### config.mk
export PLATFORM = sky130hd
export DESIGN_NAME = bsg_cache_pkt_arb
export DESIGN_NICKNAME = d
export VERILOG_FILES = /design/src/rtl/bsg_cache_pkg.sv /design/src/rtl/bsg_cache_pkt_arb_id_fifo.sv /design/src/rtl/bsg_cache_pkt_arb.sv
export SDC_FILE = /design/constraint.sdc
export NUM_CORES = 1
export LEC_CHECK = 0
export CAP_MARGIN = 40
export CORE_AREA = 4 4 210 212
export DETAILED_ROUTE_END_ITERATION = 16
export DIE_AREA = 0 0 214 216
export GPL_ROUTABILITY_DRIVEN = 1
export SYNTH_ARGS = -nofsm -noshare
export SYNTH_HDL_FRONTEND = slang
export SYNTH_SLANG_ARGS = --single-unit
### constraint.sdc
create_clock -name clk_i -period 4.9 [get_ports clk_i]
set_clock_uncertainty 0.2 [all_clocks]
set_input_delay 0.98 -clock clk_i [delete_from_list [all_inputs] [get_ports clk_i]]
set_output_delay 0.98 -clock clk_i [all_outputs]
set_load 0.01 [all_outputs]
### src/rtl/bsg_cache_pkg.sv
// Shared bsg_cache definitions: opcodes, the packet layout, and the
// per-ID and lock-state types used by the packet arbiter.
package bsg_cache_pkg;

    typedef enum logic [5:0] {
        LB      = 6'b000000,
        LH      = 6'b000001,
        LW      = 6'b000010,
        SB      = 6'b001000,
        SH      = 6'b001001,
        SW      = 6'b001010,
        ALOCK   = 6'b011010,
        AUNLOCK = 6'b011011
    } bsg_cache_opcode_e;

    localparam int bsg_cache_opcode_width_lp = 6;

    // Reference layout for the default 32-bit build; opcode sits in the MSBs.
    typedef struct packed {
        bsg_cache_opcode_e opcode;
        logic [31:0]       addr;
        logic [31:0]       data;
        logic [3:0]        mask;
    } bsg_cache_pkt_s;

    // Flat packet width for arbitrary address/data widths.
    function automatic int bsg_cache_pkt_width(input int addr_w, input int data_w);
        return bsg_cache_opcode_width_lp + addr_w + data_w + data_w / 8;
    endfunction

    // Requester ID as held in the lock state (wide enough for any practical requester count).
    localparam int bsg_cache_arb_id_width_lp = 8;
    typedef logic [bsg_cache_arb_id_width_lp-1:0] bsg_cache_arb_id_t;

    typedef struct packed {
        logic              v;
        bsg_cache_arb_id_t id;
    } bsg_cache_arb_lock_s;

endpackage

### src/rtl/bsg_cache_pkt_arb_id_fifo.sv
// In-order FIFO of requester IDs for outstanding cache packets.
// Pointers wrap at els_p so non-power-of-two depths work.
module bsg_cache_pkt_arb_id_fifo #(
    parameter int els_p   = 4,
    parameter int width_p = 2
) (
    input  logic               clk_i,
    input  logic               reset_n_i,
    input  logic               push,
    input  logic [width_p-1:0] data,
    input  logic               pop,
    output logic               full,
    output logic               empty,
    output logic [width_p-1:0] head
);

    localparam int ptr_w = (els_p > 1) ? $clog2(els_p) : 1;
    localparam int cnt_w = $clog2(els_p + 1);

    logic [width_p-1:0] mem_r [els_p];
    logic [ptr_w-1:0]   wptr_r;
    logic [ptr_w-1:0]   rptr_r;
    logic [cnt_w-1:0]   count_r;
    logic               push_ok;
    logic               pop_ok;

    assign push_ok = push & ~full;
    assign pop_ok  = pop & ~empty;
    assign full    = (count_r == cnt_w'(els_p));
    assign empty   = (count_r == '0);
    assign head    = mem_r[rptr_r];

    // Pointer and occupancy bookkeeping; simultaneous push and pop leave the count unchanged.
    always_ff @(posedge clk_i or negedge reset_n_i) begin
        if (!reset_n_i) begin
            wptr_r  <= '0;
            rptr_r  <= '0;
            count_r <= '0;
        end else begin
            if (push_ok)
                wptr_r <= (wptr_r == ptr_w'(els_p - 1)) ? '0 : wptr_r + 1'b1;
            if (pop_ok)
                rptr_r <= (rptr_r == ptr_w'(els_p - 1)) ? '0 : rptr_r + 1'b1;
            case ({push_ok, pop_ok})
                2'b10:   count_r <= count_r + 1'b1;
                2'b01:   count_r <= count_r - 1'b1;
                default: count_r <= count_r;
            endcase
        end
    end

    // ID storage; contents need no reset because occupancy gates every read.
    always_ff @(posedge clk_i) begin
        if (push_ok)
            mem_r[wptr_r] <= data;
    end

endmodule

### src/rtl/bsg_cache_pkt_arb.sv
// Round-robin arbiter sharing one bsg_cache packet port among num_req_p
// requesters; responses are steered back using an in-order ID FIFO.
// Optional feature: define BSG_CACHE_PKT_ARB_LOCK_EN to let ALOCK/AUNLOCK
// packets pin the grant to one requester.
module bsg_cache_pkt_arb
    import bsg_cache_pkg::*;
#(
    parameter int num_req_p    = 4,
    parameter int addr_width_p = 32,
    parameter int data_width_p = 32,
    parameter int fifo_els_p   = 4,
    localparam int bsg_cache_pkt_width_lp = bsg_cache_pkt_width(addr_width_p, data_width_p)
) (
    input  logic                                     clk_i,
    input  logic                                     reset_n_i,
    input  logic [num_req_p*bsg_cache_pkt_width_lp-1:0] req_pkt_i,
    input  logic [num_req_p-1:0]                     req_v_i,
    output logic [num_req_p-1:0]                     req_ready_o,
    output logic [num_req_p*data_width_p-1:0]        req_data_o,
    output logic [num_req_p-1:0]                     req_v_o,
    input  logic [num_req_p-1:0]                     req_yumi_i,
    output logic [bsg_cache_pkt_width_lp-1:0]        cache_pkt_o,
    output logic                                     cache_v_o,
    input  logic                                     cache_ready_i,
    input  logic [data_width_p-1:0]                  cache_data_i,
    input  logic                                     cache_v_i,
    output logic                                     cache_yumi_o
);

    localparam int pkt_w = bsg_cache_pkt_width_lp;
    localparam int id_w  = (num_req_p > 1) ? $clog2(num_req_p) : 1;

    logic [pkt_w-1:0] pkt_arr [num_req_p];
    logic [id_w-1:0]  rr_r;
    logic [id_w-1:0]  grant;
    logic             found;
    int               idx;
    logic             transfer;
    logic             rr_advance;
    logic             fifo_full;
    logic             fifo_empty;
    logic [id_w-1:0]  head;

`ifdef BSG_CACHE_PKT_ARB_LOCK_EN
    bsg_cache_arb_lock_s lock_r;
    logic [5:0]          pkt_op;
    logic                unlock_xfer;
`endif

    genvar gi;
    generate
        for (gi = 0; gi < num_req_p; gi++) begin : g_req
            assign pkt_arr[gi] = req_pkt_i[gi*pkt_w +: pkt_w];
            assign req_ready_o[gi] = reset_n_i & found & (grant == id_w'(gi))
                                     & cache_ready_i & ~fifo_full;
            assign req_v_o[gi] = reset_n_i & cache_v_i & ~fifo_empty & (head == id_w'(gi));
            assign req_data_o[gi*data_width_p +: data_width_p] = cache_data_i;
        end
    endgenerate

    // Grant: first valid requester searching upward from rr_r with wrap; a held lock overrides.
    always_comb begin
        grant = '0;
        found = 1'b0;
        idx   = 0;
        for (int k = 0; k < num_req_p; k++) begin
            idx = int'(rr_r) + k;
            if (idx >= num_req_p)
                idx = idx - num_req_p;
            if (!found && req_v_i[idx]) begin
                found = 1'b1;
                grant = id_w'(idx);
            end
        end
`ifdef BSG_CACHE_PKT_ARB_LOCK_EN
        if (lock_r.v) begin
            grant = id_w'(lock_r.id);
            found = req_v_i[grant];
        end
`endif
    end

    assign cache_pkt_o  = pkt_arr[grant];
    assign cache_v_o    = reset_n_i & found & ~fifo_full;
    assign transfer     = cache_v_o & cache_ready_i;
    assign cache_yumi_o = reset_n_i & cache_v_i & ~fifo_empty & req_yumi_i[head];

`ifdef BSG_CACHE_PKT_ARB_LOCK_EN
    assign pkt_op      = cache_pkt_o[pkt_w-1 -: 6];
    assign unlock_xfer = lock_r.v & (pkt_op == AUNLOCK);
    assign rr_advance  = ~lock_r.v | unlock_xfer;

    // Lock state: ALOCK transfer while unlocked takes the lock, AUNLOCK from the holder releases it.
    always_ff @(posedge clk_i or negedge reset_n_i) begin
        if (!reset_n_i) begin
            lock_r <= '0;
        end else if (transfer) begin
            if (!lock_r.v && (pkt_op == ALOCK))
                lock_r <= '{v: 1'b1, id: bsg_cache_arb_id_t'(grant)};
            else if (unlock_xfer)
                lock_r.v <= 1'b0;
        end
    end
`else
    assign rr_advance = 1'b1;
`endif

    // Round-robin pointer moves just past the granted requester on each transfer.
    always_ff @(posedge clk_i or negedge reset_n_i) begin
        if (!reset_n_i)
            rr_r <= '0;
        else if (transfer && rr_advance)
            rr_r <= (grant == id_w'(num_req_p - 1)) ? '0 : grant + 1'b1;
    end

    bsg_cache_pkt_arb_id_fifo #(
        .els_p   (fifo_els_p),
        .width_p (id_w)
    ) id_fifo (
        .clk_i     (clk_i),
        .reset_n_i (reset_n_i),
        .push      (transfer),
        .data      (grant),
        .pop       (cache_yumi_o),
        .full      (fifo_full),
        .empty     (fifo_empty),
        .head      (head)
    );

    // A response with nothing outstanding is a cache protocol violation.
    assert property (@(posedge clk_i) disable iff (!reset_n_i) !(cache_v_i && fifo_empty));

endmodule

==> metrics.md <==
| Metric | Value |
|---|---|
| Outcome | finished, final reports clean |
| Peak supply drop | between 0.00015 and 0.0002 V |
| Yosys warning total | 0 |
| Sequential share of the synthesized area | 0.102 |
| Critical path cell sequence | clkdlybuf4s50_1 > inv_2 > a221o_1 > a22oi_2 > buf_12 > buf_4 > mux2i_1 > mux2i_1 > clkdlybuf4s50_1 |
| Post-Syn Area per Cell | 9.82 um^2 |
| Max Slew Vio Count | 0 |
| Bufs on Longest Clock Path | 2 |
| Final ANT Viol Nets | 0 |
| CP required | 3.72 ns |
| GRT overflow | 0 |
| WL final | 20200 um |
| Max-capacitance violation count | 0 |
| Syn Inst Count | 466 |
| H-tree lvl count | 1 |
| Total Routing Usage GR | 0.0797 |
| Placed insts | about 1.3k |
| Yosys reg bits | 17 |
| Tightest Pin Transition | 0.664 ns |
| Die Width | 214 um |
| Hold_sp | id_fifo.count_r[2]$_DFFE_PN0P_ |
| Fin area | 8220 um^2 |
| Final non-filler cell total | 1275 |
| Post-CTS Repair Setup Buffers | 0 |
| Critical Path Start | req_v_i[1] |
| Clk root buf | clkbuf_16 |
| Setup TNS | 0 ns |
| Vias in the first global route | 4831 |
| Critical Path Slowest Stage Cell | clkdlybuf4s50_1 |
| Arr. time, crit path | 3.59 ns |
| Clock-pin transition on the worst setup and hold timing paths | about 0.05 ns |
| Largest stage delay on the critical path | 0.56 ns |
| HP Class | reg -> reg |
| I/O Pins | 552 |
| Critical path capture point type | primary output |
| Die ar. | about 46000 um^2 |
| Leading cell type in the layout, fill and taps excluded | clkdlybuf4s50_1 |
| Inserted Diodes | 0 |
| Fin crit share | 0.973 |
| Area growth syn-to-layout | 79.6% |
| Fin. Hold Viols | 0 |
| First-pass GRT wire length | 28900 um |
| TritonCTS clock tree | built |
| Syn_nets | slightly above 800 |
| DR DRC count | 0 |
| Power Total | 2.87 mW |
| Total clock sinks | 17 |
| Final nets | 1088 |
| Final Critical Period | 4.77 ns |
| CP max FO | 39 |
| Final setup fails | 0 |
| Fraction of layout instances using a drive strength above 1 | 0.0571 |
| Row cnt | 75 |
| HPWL Detailed | 18000 um |
| Cell Area, Synth | between 4000 and 5000 um^2 |
| Worst-skew pair later-pin latency | around 0.25 ns |
| CTS buffer count | 3 |
| # port buffers | about 390 |
| DRT iter0 DRCs | 57 |
| Post-CTS sizing | 0 |
| Origin of the critical flop-to-flop path | id_fifo.rptr_r[0]$_DFFE_PN0P_ |
| Post-cts hold buffer count | 0 |
| Crit path max-delay family | buffers and inverters |
| WL per Instance | 15.9 um |
| Worst setup SP type | input port |
| Initial antenna violation count | 0 |
| Power Dens Cells | 349 nW/um^2 |
| Largest net degree at the start of global routing | 43 |
| Leak | 3.25 nW |
| DR vias | 4304 |
| WP buf/inv | 5 |
| Max-Slew Margin vs Limit | 0.558 |
| Commonest cells after routing, fill and taps aside | 391 x clkdlybuf4s50_1, 226 x mux2i_1, 21 x buf_4 |
| Die Ht | 216 um |
| Vias per cell | 3.38 |
| Hold_ws | 0.312 ns |
| Placed Area | 8140 um^2 |
| Routability cong. | 0.781 |
| F_max | 210 MHz |
| RSZ-0062 raised after global routing | false |
| Starting Density | 0.109 |
| Post-synth cell types | 36 |
| Core footprint | about 42000 um^2 |
| Detailed-router iteration count before antenna repair | 4 |
| Setup CP Type | in -> out |
==> metrics by stage <==
| step | util | setup slack, ns |
|---|---|---|
| 5_1_grt | 0.196 | 0.00445 |
| 4_1_cts | 0.196 | 0.116 |
| 2_1_floorplan | - | 1.39 |
| 3_5_place_dp | 0.194 | 0.130 |
| 6_report | 0.196 | 0.134 |
| 3_3_place_gp | 0.194 | 0.132 |
==> final cells by class <==
cell class	instances	area (um^2)
clock inverter	1	5.00
tap	539	674
clock buffer	3	75.1
timing repair buffer	419	4210
inverter	12	47.5
multi-input combinational	284	2740
sequential	17	465
fill	4600	33700
==> cell usage after synthesis, drive strengths merged <==
library cell | number | share of area
a31oi | 1 | 0.0027
inv | 12 | 0.0098
or3 | 2 | 0.0027
o2bb2ai | 1 | 0.0019
a221o | 2 | 0.0044
edfxtp | 8 | 0.052
nor2 | 4 | 0.0033
o21ai | 5 | 0.0055
mux2i | 226 | 0.49
nand2b | 1 | 0.0014
and3 | 8 | 0.011
or2 | 1 | 0.0014
mux4 | 1 | 0.0049
mux2 | 3 | 0.0074
fa | 1 | 0.0044
nand2 | 5 | 0.0041
buf | 147 | 0.26
o22ai | 2 | 0.0041
a21oi | 2 | 0.0022
bufbuf | 6 | 0.025
xor2 | 2 | 0.0038
ha | 10 | 0.027
dfrtp | 9 | 0.049
o41ai | 1 | 0.0019
and2 | 1 | 0.0014
xnor2 | 1 | 0.0019
a22oi | 1 | 0.0027
nor2b | 2 | 0.0027
o311ai | 1 | 0.0019
==> registers in the layout, indices dropped and copies added, names as in the netlist <==
signal	flops
id_fifo.mem_r	8
id_fifo.wptr_r	2
id_fifo.rptr_r	2
rr_r	2
id_fifo.count_r	3
==> power breakdown <==
part | total [mW] | internal, mW | switching, mW
logic | 2.46 | 1.41 | 1.05
registers | 0.245 | 0.203 | 0.0420
clock network | 0.161 | 0.109 | 0.0521
==> cells by family after synthesis <==
group	synth area share
AO/OA/AOI/OAI	0.0273
XOR/XNOR	0.00574
adder cells (fa/ha/maj)	0.0317
buffers and inverters	0.299
flip-flops	0.102
multiplexers	0.506
AND/OR/NAND/NOR	0.0279
==> routing by layer <==
layer  global-route usage  wire length (um)  part of all wire  up-vias
met1               0.0823              7280              0.36     1921
met2                0.153             10400              0.52      266
met5                    0                 0                 0        -
met4               0.0274               680             0.034        0
met3               0.0236              1830             0.090       49
li1                     -                 -                 -     2068
==> path summary, 6_finish.rpt <==
kind / end / slack (ns) / cells after the start
hold reg to reg: id_fifo.count_r[2]$_DFFE_PN0P_ / 0.31 / 1
max in group asynchronous: id_fifo.wptr_r[1]$_DFFE_PN0P_ / 3.34 / 2
hold / removal: id_fifo.count_r[2]$_DFFE_PN0P_ / 0.31 / 1
min in group asynchronous: id_fifo.count_r[1]$_DFFE_PN0P_ / 0.78 / 1
setup / recovery: cache_pkt_o[2] / 0.13 / 9
setup reg to reg: id_fifo.count_r[2]$_DFFE_PN0P_ / 1.98 / 9
Power figures use the tool's default switching activity.
